--- config.mk ---
export PLATFORM = sky130hd
export DESIGN_NAME = seq_mult_8bit
export DESIGN_NICKNAME = d
export VERILOG_FILES = /design/src/rtl/seq_mult_8bit_pkg.sv /design/src/rtl/seq_mult_8bit_rca.sv /design/src/rtl/seq_mult_8bit.sv
export SDC_FILE = /design/constraint.sdc
export NUM_CORES = 1
export LEC_CHECK = 0
export CORE_MARGIN = 5
export CORE_UTILIZATION = 25
export DETAILED_ROUTE_END_ITERATION = 16
export PLACE_DENSITY = 0.43
export SLEW_MARGIN = 20
export SYNTH_ARGS = -nofsm -noshare
export SYNTH_HDL_FRONTEND = slang
export SYNTH_SLANG_ARGS = --single-unit
--- constraint.sdc ---
create_clock -name clk -period 4.1 [get_ports clk]
set_input_delay 1.025 -clock clk [delete_from_list [all_inputs] [get_ports clk]]
set_output_delay 1.025 -clock clk [all_outputs]
set_load 0.02 [all_outputs]
--- src/rtl/seq_mult_8bit_pkg.sv ---
`default_nettype none
// ============================================================================
// Module   : seq_mult_8bit_pkg
// Brief    : Shared state encoding and iteration constants for seq_mult_8bit.
// Revision : 1.0
// ============================================================================
package seq_mult_8bit_pkg;

    typedef enum logic [1:0] {
        S_IDLE = 2'd0,
        S_RUN  = 2'd1,
        S_DONE = 2'd2
    } state_t;

    localparam int ITER  = 8;
    localparam int CNT_W = 4;

endpackage : seq_mult_8bit_pkg
`default_nettype wire

--- src/rtl/seq_mult_8bit_rca.sv ---
`default_nettype none
// ============================================================================
// Module   : rca_8bit
// Brief    : 8-bit ripple-carry adder used for each partial-sum add.
// Revision : 1.0
// ============================================================================
module rca_8bit (
    input  logic [7:0] a,
    input  logic [7:0] b,
    input  logic       c_in,
    output logic [7:0] sum,
    output logic       c_out
);

    logic [8:0] w_c;

    assign w_c[0] = c_in;

    genvar gi;
    generate
        for (gi = 0; gi < 8; gi++) begin : g_bit
            assign sum[gi]    = a[gi] ^ b[gi] ^ w_c[gi];
            assign w_c[gi+1]  = (a[gi] & b[gi]) | (w_c[gi] & (a[gi] ^ b[gi]));
        end
    endgenerate

    assign c_out = w_c[8];

endmodule : rca_8bit
`default_nettype wire

--- src/rtl/seq_mult_8bit.sv ---
`default_nettype none
// ============================================================================
// Module   : seq_mult_8bit
// Brief    : Sequential 8x8 unsigned shift-and-add multiplier, start/done handshake.
// Revision : 1.0
// ============================================================================
module seq_mult_8bit
    import seq_mult_8bit_pkg::*;
#(
    parameter int W = 8
) (
    input  logic           clk,
    input  logic           rst,
    input  logic           start,
    input  logic [W-1:0]   a,
    input  logic [W-1:0]   b,
    output logic           busy,
    output logic           done,
    output logic [2*W-1:0] p
);

    localparam logic [CNT_W-1:0] c_last_cnt = CNT_W'(ITER - 1);

    generate
        if (W != 8) begin : g_bad_width
            $error("seq_mult_8bit: W must be 8 (bound to rca_8bit)");
        end
    endgenerate

    state_t           r_state;
    state_t           w_state_nxt;
    logic [W-1:0]     r_m;
    logic [W-1:0]     r_acc;
    logic [W-1:0]     r_q;
    logic [CNT_W-1:0] r_cnt;
    logic [2*W-1:0]   r_p;

    logic             w_load;
    logic             w_finish;
    logic [W-1:0]     w_sum;
    logic             w_cout;
    logic [W-1:0]     w_acc_nxt;
    logic [W-1:0]     w_q_nxt;

    rca_8bit u_rca (
        .a     (r_acc),
        .b     (r_m),
        .c_in  (1'b0),
        .sum   (w_sum),
        .c_out (w_cout)
    );

    // The adder carry-out becomes the new acc MSB, so the 17-bit {c,sum,q} shifts right as one.
    always_comb begin
        if (r_q[0]) begin
            w_acc_nxt = {w_cout, w_sum[W-1:1]};
            w_q_nxt   = {w_sum[0], r_q[W-1:1]};
        end else begin
            w_acc_nxt = {1'b0, r_acc[W-1:1]};
            w_q_nxt   = {r_acc[0], r_q[W-1:1]};
        end
    end

    always_comb begin
        w_state_nxt = r_state;
        w_load      = 1'b0;
        w_finish    = 1'b0;
        case (r_state)
            S_IDLE: begin
                if (start) begin
                    w_load      = 1'b1;
                    w_state_nxt = S_RUN;
                end
            end
            S_RUN: begin
                if (r_cnt == c_last_cnt) begin
                    w_finish    = 1'b1;
                    w_state_nxt = S_DONE;
                end
            end
            S_DONE: begin
                if (start) begin
                    w_load      = 1'b1;
                    w_state_nxt = S_RUN;
                end else begin
                    w_state_nxt = S_IDLE;
                end
            end
            default: w_state_nxt = S_IDLE;
        endcase
    end

    always_ff @(posedge clk or posedge rst) begin
        if (rst) begin
            r_state <= S_IDLE;
        end else begin
            r_state <= w_state_nxt;
        end
    end

    always_ff @(posedge clk or posedge rst) begin
        if (rst) begin
            r_m   <= '0;
            r_acc <= '0;
            r_q   <= '0;
            r_cnt <= '0;
            r_p   <= '0;
        end else if (w_load) begin
            r_m   <= a;
            r_q   <= b;
            r_acc <= '0;
            r_cnt <= '0;
        end else if (r_state == S_RUN) begin
            r_acc <= w_acc_nxt;
            r_q   <= w_q_nxt;
            r_cnt <= r_cnt + 1'b1;
            if (w_finish) begin
                r_p <= {w_acc_nxt, w_q_nxt};
            end
        end
    end

    assign busy = (r_state == S_RUN);
    assign done = (r_state == S_DONE);
    assign p    = r_p;

endmodule : seq_mult_8bit
`default_nettype wire

Word-level counts from Yosys, hierarchy flattened
Cells that the tools add are included.

operators by class
  add/subtract/negate cells = 1
  reduce and logical (&&, ||, !) cells = 5
  multiplexer cells = 16
  bitwise gates (word level) = 38
  eq/ne operators = 5

operator list
  operator                                        count
  two-way mux 8 bit                               6
  AND 1 bit                                       15
  XOR 1 bit                                       15
  two-way mux 4 bit                               2
  OR 1 bit                                        7
  case mux 2 bit (3 select lines)                 1
  two-way mux 1 bit                               5
  adder 4 x 1 -> 4 bit (second input constant)    1
  == test 4 x 3 -> 1 bit (second input constant)  1
  two-way mux 2 bit                               2
  AND reduction 3 bit                             1
  == test 2 x 1 -> 1 bit (second input constant)  1
  == test 2 bit (second input constant)           1
  logical NOT 2 bit                               1
  != test 2 x 1 -> 1 bit (second input constant)  1
  != test 2 bit (second input constant)           1
  AND reduction 2 bit                             1
  nonzero test 2 bit                              1
  OR reduction 2 bit                              1
  NOT 1 bit                                       1

storage, ports and cells
  register bits = 46
  input port bits = 19
  output and inout bits = 18
  word-level logic and storage cells = 71

Depth between registers and ports, before layout
Gate-level depths: netlist (run 1).

  word-level depth = 18
  mapped depth = 12
  gate-level depth less buffers = 12

Cells and area by module
A second synthesis (run 1) with hierarchy kept.

second synthesis, totals
  cell total of the unflattened synthesis = 178
  area, all modules = 2158.3 um^2

by module, submodules not included
  module         area an instance (um^2)  cells an instance  sequential area each (um^2)  instances
  seq_mult_8bit  1960.6                   160                1151.1                       1
  rca_8bit       197.7                    18                 0.0                          1

Worst setup path after synthesis (run 1)
No wires, ideal clock.

  path type = register -> register
  from = reg r_acc[0]
  to = reg r_p[14], in the netlist p[14]
  period minus slack after synthesis = 3.855 ns
  buffers on the path = 0
  cell stages (with the launch flop) = 13
  arrival = 3.731 ns
  library setup time = 0.125 ns
  slack = 0.245 ns
  cells stage by stage = dfrtp_1 > ha_1 > inv_1 > fa_1 > fa_1 > fa_1 > fa_1 > fa_1 > fa_1 > inv_1 > fa_1 > mux2_2 > mux2_2

on the way
  cells in the longest elaborated chain, start to end = 15

RTL lines
  element                  RTL line                 text
  from (decl)              seq_mult_8bit.sv:33      logic [W-1:0] r_acc;
  from (signal assigned)   seq_mult_8bit.sv:114     r_acc <= w_acc_nxt;
  AND 1 bit (2 in series)  seq_mult_8bit_rca.sv:23  assign w_c[gi+1] = (a[gi] & b[gi]) | (w_c[gi] & (a[gi] ^ b[gi]));
  OR 1 bit                 seq_mult_8bit_rca.sv:23
  AND 1 bit                seq_mult_8bit_rca.sv:23
  OR 1 bit                 seq_mult_8bit_rca.sv:23
  AND 1 bit                seq_mult_8bit_rca.sv:23
  OR 1 bit                 seq_mult_8bit_rca.sv:23
  AND 1 bit                seq_mult_8bit_rca.sv:23
  OR 1 bit                 seq_mult_8bit_rca.sv:23
  AND 1 bit                seq_mult_8bit_rca.sv:23
  OR 1 bit                 seq_mult_8bit_rca.sv:23
  AND 1 bit                seq_mult_8bit_rca.sv:23
  OR 1 bit                 seq_mult_8bit_rca.sv:23
  XOR 1 bit                seq_mult_8bit_rca.sv:22  assign sum[gi] = a[gi] ^ b[gi] ^ w_c[gi];
  two-way mux 8 bit        seq_mult_8bit.sv:55      if (r_q[0]) begin
  to (signal assigned)     seq_mult_8bit.sv:118     r_p <= {w_acc_nxt, w_q_nxt};
  to (decl)                seq_mult_8bit.sv:36      logic [2*W-1:0] r_p;

Every way passes these cells.
A chain may end at the register's enable or synchronous reset.

Worst setup path in the final report (run 1)
Same ends and word-level chain as after synthesis.

==> flow_metrics.env, run 1 <==
export IMPL_yosysTopAreaCell="dfrtp_1"
export IMPL_first_pass_iters=4
export IMPL_synthCells=176
export IMPL_num_vias=1364
export IMPL_via_per_inst=4.25
export IMPL_core_area_mm2=0.00826
export IMPL_nets=243
export IMPL_place_area_mm2=0.00259
export IMPL_gr_usage_all_layers_pct=9.71
export IMPL_design_area_mm2=0.00273
export IMPL_wirelength_mm=4.62
export IMPL_max_slew_margin_rel_pct=46.3
export IMPL_ios=37
export IMPL_p_leak_uw=0.00122
export IMPL_power_density_mw_per_mm2=792
export IMPL_die_w_um=102
export IMPL_drtIter0Drc=54
export IMPL_rsz0062_at_grt="no"
export IMPL_fmax_ghz=0.257
export IMPL_crit_required_ns=4.29
export IMPL_hold_viol_final=0
export IMPL_drc=0
export IMPL_cp_arrival_ns=4.07
export IMPL_seq_area_mm2=0.00115
export IMPL_portBuffers=36
export IMPL_grt_max_degree=26
export IMPL_drive_gt1_share_pct=16.2
export IMPL_rr_startpoint="r_acc[0]"
export IMPL_multi_input_area_um2=866
export IMPL_setup_viol=0
export IMPL_worst_pin_slew_ns=0.800
export IMPL_antenna_cells=0
export IMPL_clk_pin_slew_ns=0.09
export IMPL_critPathKind="reg2reg"
export IMPL_area_growth_pct=28.3
export IMPL_fill_cells=856
export IMPL_cts_tree="built"
export IMPL_dp_hpwl_mm=3.14
export IMPL_root_buffer="clkbuf_8"
export IMPL_cp_end_kind="flop"
export IMPL_synth_area_mm2=0.00212
export IMPL_cts_max_level=2
export IMPL_hold_start="r_m[0]"
export IMPL_r2r_cells=12
export IMPL_min_period_over_period_pct=94.7
export IMPL_status="complete, no violations"
export IMPL_fin_crit_ns=3.88
export IMPL_hold_end="r_m[0]"
export IMPL_rows=33
export IMPL_layout_common_cells="46 x dfrtp_1, 36 x clkdlybuf4s50_1, 23 x nand2_1"
export IMPL_whs_path_depth=2
export IMPL_drtAntennaViolNets=0
export IMPL_wl_per_cell_um=14.4
export IMPL_worst_path_max_fanout=2
export IMPL_start_util_pct=25.7
export IMPL_final_setup_skew_ns=0.00294
export IMPL_numCtsBuffers=5
export IMPL_hold_class="reg2reg"
export IMPL_clkLatencyLatePin_ns=0.30
export IMPL_syn_avg_cell_area_um2=12.1
export IMPL_yosysTopAreaCellShare_pct=54.2
export IMPL_cts_sinks=46
export IMPL_grt_remaining_overflow=0
export IMPL_synth_cell_type_count=28
export IMPL_place_gp_congestion=0.689
export IMPL_startpoint_type="flop"
export IMPL_r2r_end="p[14]"
export IMPL_grt_pass1_vias=1490
export IMPL_ir_worst_vdd_v=0.000239
export IMPL_slew_violations=0
export IMPL_ys_seq_area_share_pct=54.2
export IMPL_ys_seq_elements=46
export IMPL_reg2reg_slack_ns=0.22
export IMPL_synth_nets=204
export IMPL_grt_pass1_wl_mm=7.79
export IMPL_antenna_found_initial=0
export IMPL_setup_tns_ns=0
export IMPL_maxCapViolCount=0
export IMPL_die_area_mm2=0.0104
export IMPL_yosysWarnings=0
export IMPL_clockBufferDepth=2
export IMPL_die_y_um=102
export IMPL_ys_top_cells_by_area="dfrtp_1 54%, fa_1 6.6%, mux2_4 5.7%"
export IMPL_layout_commonest_cell="dfrtp_1"
[flip-flops by register name, indices dropped and copies added, names as in the netlist]
signal   flops
p           16
r_cnt        4
r_m          8
r_acc        8
r_q          8
r_state      2
[cell type report]
| cell class | instances | area share (%) |
|---|---|---|
| flip-flops and latches | 46 | 42.2 |
| multi-input cells | 104 | 31.8 |
| repair buffers | 41 | 14.9 |
| well taps | 105 | 4.82 |
| clock buffers | 5 | 2.52 |
| inverters | 17 | 2.34 |
| clock inverters | 3 | 1.47 |
[worst max path at each step]
| stage | startpoint | end | slack (ns) | cells past startpoint |
|---|---|---|---|---|
| floorplan | r_acc[0] | p[14] | 0.24 | 12 |
| global placement | r_acc[0] | p[14] | 0.15 | 12 |
| detailed placement | r_acc[0] | p[14] | 0.09 | 12 |
| CTS | r_acc[0] | p[14] | 0.05 | 12 |
| global route | r_m[0] | p[14] | 0.04 | 12 |
| finish | r_acc[0] | p[14] | 0.22 | 12 |
[logic make-up after synthesis]
group | share of synthesized area [%]
simple gates | 10.3
fa+ha+maj | 7.77
buf+inv | 5.30
mux | 12.8
compound gates | 9.25
xor+xnor | 0.412
flops | 54.2
[routing by layer]
layer  GRT usage, %  vias up  share of wire (%)
li1               -      669                  -
met1           13.7      662                 50
met2           14.2       24                 45
met3           2.53        9                3.4
met4           3.73        0                1.8
met5              0        -                  0
[cells in the mapped netlist (all sizes together)]
cell type and number:
dfrtp 46, mux2 17, a22oi 7, and3 1, nand2b 2, clkbuf 5
nor2 5, o2bb2ai 1, nor3 1, nand4 1, buf 4, ha 2
inv 17, and2b 2, a21oi 3, fa 7, a221o 1, nand3b 1
a22o 8, nand3 8, o21ai 8, mux2i 5, nand2 23, xor2 1
[what timing repair did]
| item | 4_1_cts | 5_1_grt |
|---|---|---|
| resized for setup | 0 | 2 |
| setup endpoints to repair | 0 | 2 |
| setup buffers | 0 | 1 |
| hold endpoints to repair | 0 | 0 |
| hold buffers | 0 | 0 |
[per-stage QoR]
stage               power, uW  hold WS [ns]  setup slack [ns]  std cells  util (%)
floorplan                1490         0.452             0.245        176         -
global placement         1830         0.478             0.151        311      31.4
detailed placement       1830         0.480            0.0924        311      31.4
CTS                      2190         0.501            0.0539        319      32.7
global route             2340         0.530            0.0426        321      33.0
finish                   2160         0.493             0.216        321      33.0
[power breakdown]
group	internal (uW)	switching, uW	leakage, uW
Combinational	510	502	0.000587
Clock	180	156	0.0000579
Sequential	663	148	0.000575
[critical path, stage by stage, from the launching register on]
cell and delay (ns):
dfrtp_1 0.36, ha_1 0.14, inv_1 0.05, fa_1 0.37, fa_1 0.39, fa_1 0.39, fa_2 0.35, fa_2 0.35
fa_1 0.36, inv_1 0.07, fa_1 0.40, mux2_2 0.28, mux2_2 0.26
Note: power is estimated with default switching activity, not from simulation.
==> inputs of run 2 (changes only) <==
Settings changed: CAP_MARGIN set to 25, SYNTH_HIERARCHICAL set to 1.
==> run 2 against run 1 <==
Net effect:
- clock power rose by 5%
- highest routed layer unchanged
- via count is 1.0% higher
- area after synthesis up 1.6%
- critical endpoint is now r_acc[6]
- non-clock buffer count is 1 higher
- die area is 1.4% higher
- global-route usage about the same
- design area grew 1.3%
==> flow_metrics.env, run 2 <==
export IMPL_yosysTopAreaCellShare_pct=53.3
export IMPL_synth_cell_type_count=27
export IMPL_setup_slack_ns=0.253
export IMPL_hold_viol_final=0
export IMPL_cts_tree="built"
export IMPL_cp_arrival_ns=4.06
export IMPL_critical_path_top_delay_family="adder cells"
export IMPL_ios=37
export IMPL_drtIter0Drc=33
export IMPL_yosysWarnings=6
export IMPL_grt_pass1_vias=1507
export IMPL_fin_crit_ns=3.85
export IMPL_status="complete, no violations"
export IMPL_layout_commonest_cell="dfrtp_1"
export IMPL_grt_pass1_wl_mm=8.04
export IMPL_setup_tns_ns=0
export IMPL_placedCellCount=314
export IMPL_fill_cells=854
export IMPL_p_leak_uw=0.00127
export IMPL_cts_sinks=46
export IMPL_root_buffer="clkbuf_8"
export IMPL_drc=0
export IMPL_drive_gt1_share_pct=17.4
export IMPL_largest_reg_flops=16
export IMPL_cts_hold_buf=0
export IMPL_core_area_mm2=0.00830
export IMPL_cp_end_kind="flop"
export IMPL_die_w_um=103
export IMPL_synthCells=178
export IMPL_die_area_mm2=0.0106
export IMPL_portBuffers=36
export IMPL_place_area_mm2=0.00264
export IMPL_grt_max_degree=32
export IMPL_path_cells="fa_1 > inv_1 > fa_1 > inv_1 > fa_1 > fa_1 > fa_1 > fa_1 > fa_1 > inv_1 > fa_1 > inv_1 > mux2i_1 > o2bb2ai_1"
export IMPL_area_growth_pct=28.0
export IMPL_num_vias=1378
export IMPL_clockBufferDepth=2
export IMPL_first_pass_iters=4
export IMPL_cp_num_buf_inv=4
export IMPL_via_per_inst=4.27
export IMPL_async_flop_share_pct=100
export IMPL_antenna_cells=0
export IMPL_fmax_ghz=0.260
export IMPL_crit_required_ns=4.31
export IMPL_worst_path_max_fanout=2
export IMPL_rows=33
export IMPL_ys_flop_type="dfrtp_1"
export IMPL_power_density_mw_per_mm2=785
export IMPL_max_slew_margin_rel_pct=54.6
export IMPL_slew_violations=0
export IMPL_setup_viol=0
export IMPL_ys_seq_elements=46
export IMPL_place_gp_congestion=0.687
export IMPL_cpPeakStageDelay_ns=0.41
export IMPL_final_setup_skew_ns=0.0138
export IMPL_cp_startpoint="r_acc[0]"
export IMPL_reg2reg_slack_ns=0.25
export IMPL_yosysTopAreaCell="dfrtp_1"
export IMPL_numCtsBuffers=5
export IMPL_fin_util_pct=33.3
export IMPL_dp_hpwl_mm=3.14
export IMPL_ys_top_cells_by_area="dfrtp_1 53%, fa_1 7.4%, mux2_2 7.3%"
export IMPL_finalNonFillerCells=323
export IMPL_layout_common_cells="46 x dfrtp_1, 36 x clkdlybuf4s50_1, 35 x nand2_1"
export IMPL_synth_nets=206
export IMPL_startpoint_type="flop"
export IMPL_ys_seq_area_share_pct=53.3
export IMPL_cp_slowest_cell="dfrtp_1"
export IMPL_rr_startpoint="r_acc[0]"
export IMPL_die_y_um=103
export IMPL_antenna_found_initial=0
export IMPL_hold_class="reg2reg"
export IMPL_whs_path_depth=2
export IMPL_ir_worst_vdd_v=0.000308
export IMPL_clkLatencyLatePin_ns=0.30
export IMPL_synth_edf_count=0
export IMPL_path_depth=14
export IMPL_wl_per_cell_um=14.4
export IMPL_gr_usage_all_layers_pct=9.72
export IMPL_synth_top_cells_by_count="46 x dfrtp_1, 35 x nand2_1, 14 x inv_1, 14 x mux2_2"
export IMPL_cp_endpoint="r_acc[6]"
export IMPL_worst_pin_slew_ns=0.681
export IMPL_drtAntennaViolNets=0
export IMPL_wirelength_mm=4.66
export IMPL_cts_max_level=2
export IMPL_min_period_over_period_pct=93.8
export IMPL_critPathKind="reg2reg"
export IMPL_critPathMostFrequentCell="fa_1"
export IMPL_nets=245
export IMPL_start_util_pct=26.0
export IMPL_grt_remaining_overflow=0
export IMPL_synth_area_mm2=0.00216
export IMPL_maxCapViolCount=0
export IMPL_rsz0062_at_grt="no"
export IMPL_clk_pin_slew_ns=0.09
export IMPL_design_area_mm2=0.00276
export IMPL_syn_avg_cell_area_um2=12.1
export IMPL_pre_cts_ws_ns=0.237
export IMPL_r2r_cells=14
export IMPL_r2r_end="r_acc[6]"
export IMPL_yosys_cell_count_top_type="dfrtp_1"
==> run 2: changes by cell type in the layout (fill, tap and decap cells not counted), moves of 2 or more <==
cell | previous run | this run
a21oi_1 | 3 | 0
fa_1 | 5 | 8
fa_2 | 2 | 0
inv_1 | 16 | 13
mux2_2 | 9 | 14
nand2_1 | 23 | 35
nor2_1 | 4 | 0
o21ai_0 | 8 | 2
==> run 2: power breakdown <==
group | internal, uW | leakage, uW | switching [uW]
sequential | 660 | 0.000577 | 160
clock | 183 | 0.0000585 | 170
combinational | 510 | 0.000637 | 485
total | 1350 | 0.00127 | 815
==> run 2: worst min-delay path by stage <==
stage	slack (ns)	start	end
6_report	0.48	r_m[7]	r_m[7]
3_5_place_dp	0.47	r_m[7]	r_m[7]
2_1_floorplan	0.45	r_m[1]	r_m[1]
4_1_cts	0.49	r_m[7]	r_m[7]
3_3_place_gp	0.47	r_m[7]	r_m[7]
5_1_grt	0.54	r_m[7]	r_m[7]
==> run 2: kinds of logic (layout without fill, tap and decap cells) <==
group	count (synthesis)	count (layout)	synth area share, %
AND/OR/NAND/NOR	52	52	11.1
flip-flops	46	46	53.3
multiplexers	27	27	15.0
buffers and inverters	24	64	5.45
AO/OA/AOI/OAI	19	19	7.01
adder cells (fa/ha/maj)	9	9	8.00
other	1	1	0.174
==> run 2: worst reg2reg max path: stages, from the launching register on <==
cell and delay, ns:
dfrtp_1 0.41, fa_1 0.41, inv_1 0.07, fa_1 0.15, inv_1 0.05, fa_1 0.38
fa_1 0.39, fa_1 0.40, fa_1 0.39, fa_1 0.36, inv_1 0.07, fa_1 0.40
inv_1 0.06, mux2i_1 0.08, o2bb2ai_1 0.14
==> run 2: routing by layer <==
metal / share of wire [%] / global-route usage, %
met5: 0 / 0
met4: 0.75 / 2.39
met3: 3.9 / 2.17
met2: 46 / 15.0
met1: 49 / 13.9
==> run 2: area by class of cell <==
| cell class | instances | area, um2 | area share [%] |
|---|---|---|---|
| inverters | 14 | 52.6 | 1.90 |
| clock buffers | 5 | 68.8 | 2.49 |
| clock inverters | 3 | 43.8 | 1.59 |
| multi-input cells | 108 | 890 | 32.2 |
| flip-flops and latches | 46 | 1150 | 41.7 |
| well taps | 105 | 131 | 4.76 |
| repair buffers | 42 | 425 | 15.4 |
==> run 2: timing repair <==
item	4_1_cts	5_1_grt
endpoints found under the setup margin	0	1
buffers inserted	0	1
gates resized for setup	0	0
==> run 2: per-stage QoR <==
stage	hold slack (ns)	power, uW
finish	0.484	2170
global route	0.536	2370
CTS	0.494	2200
detailed placement	0.471	1840
global placement	0.465	1830
floorplan	0.446	1510
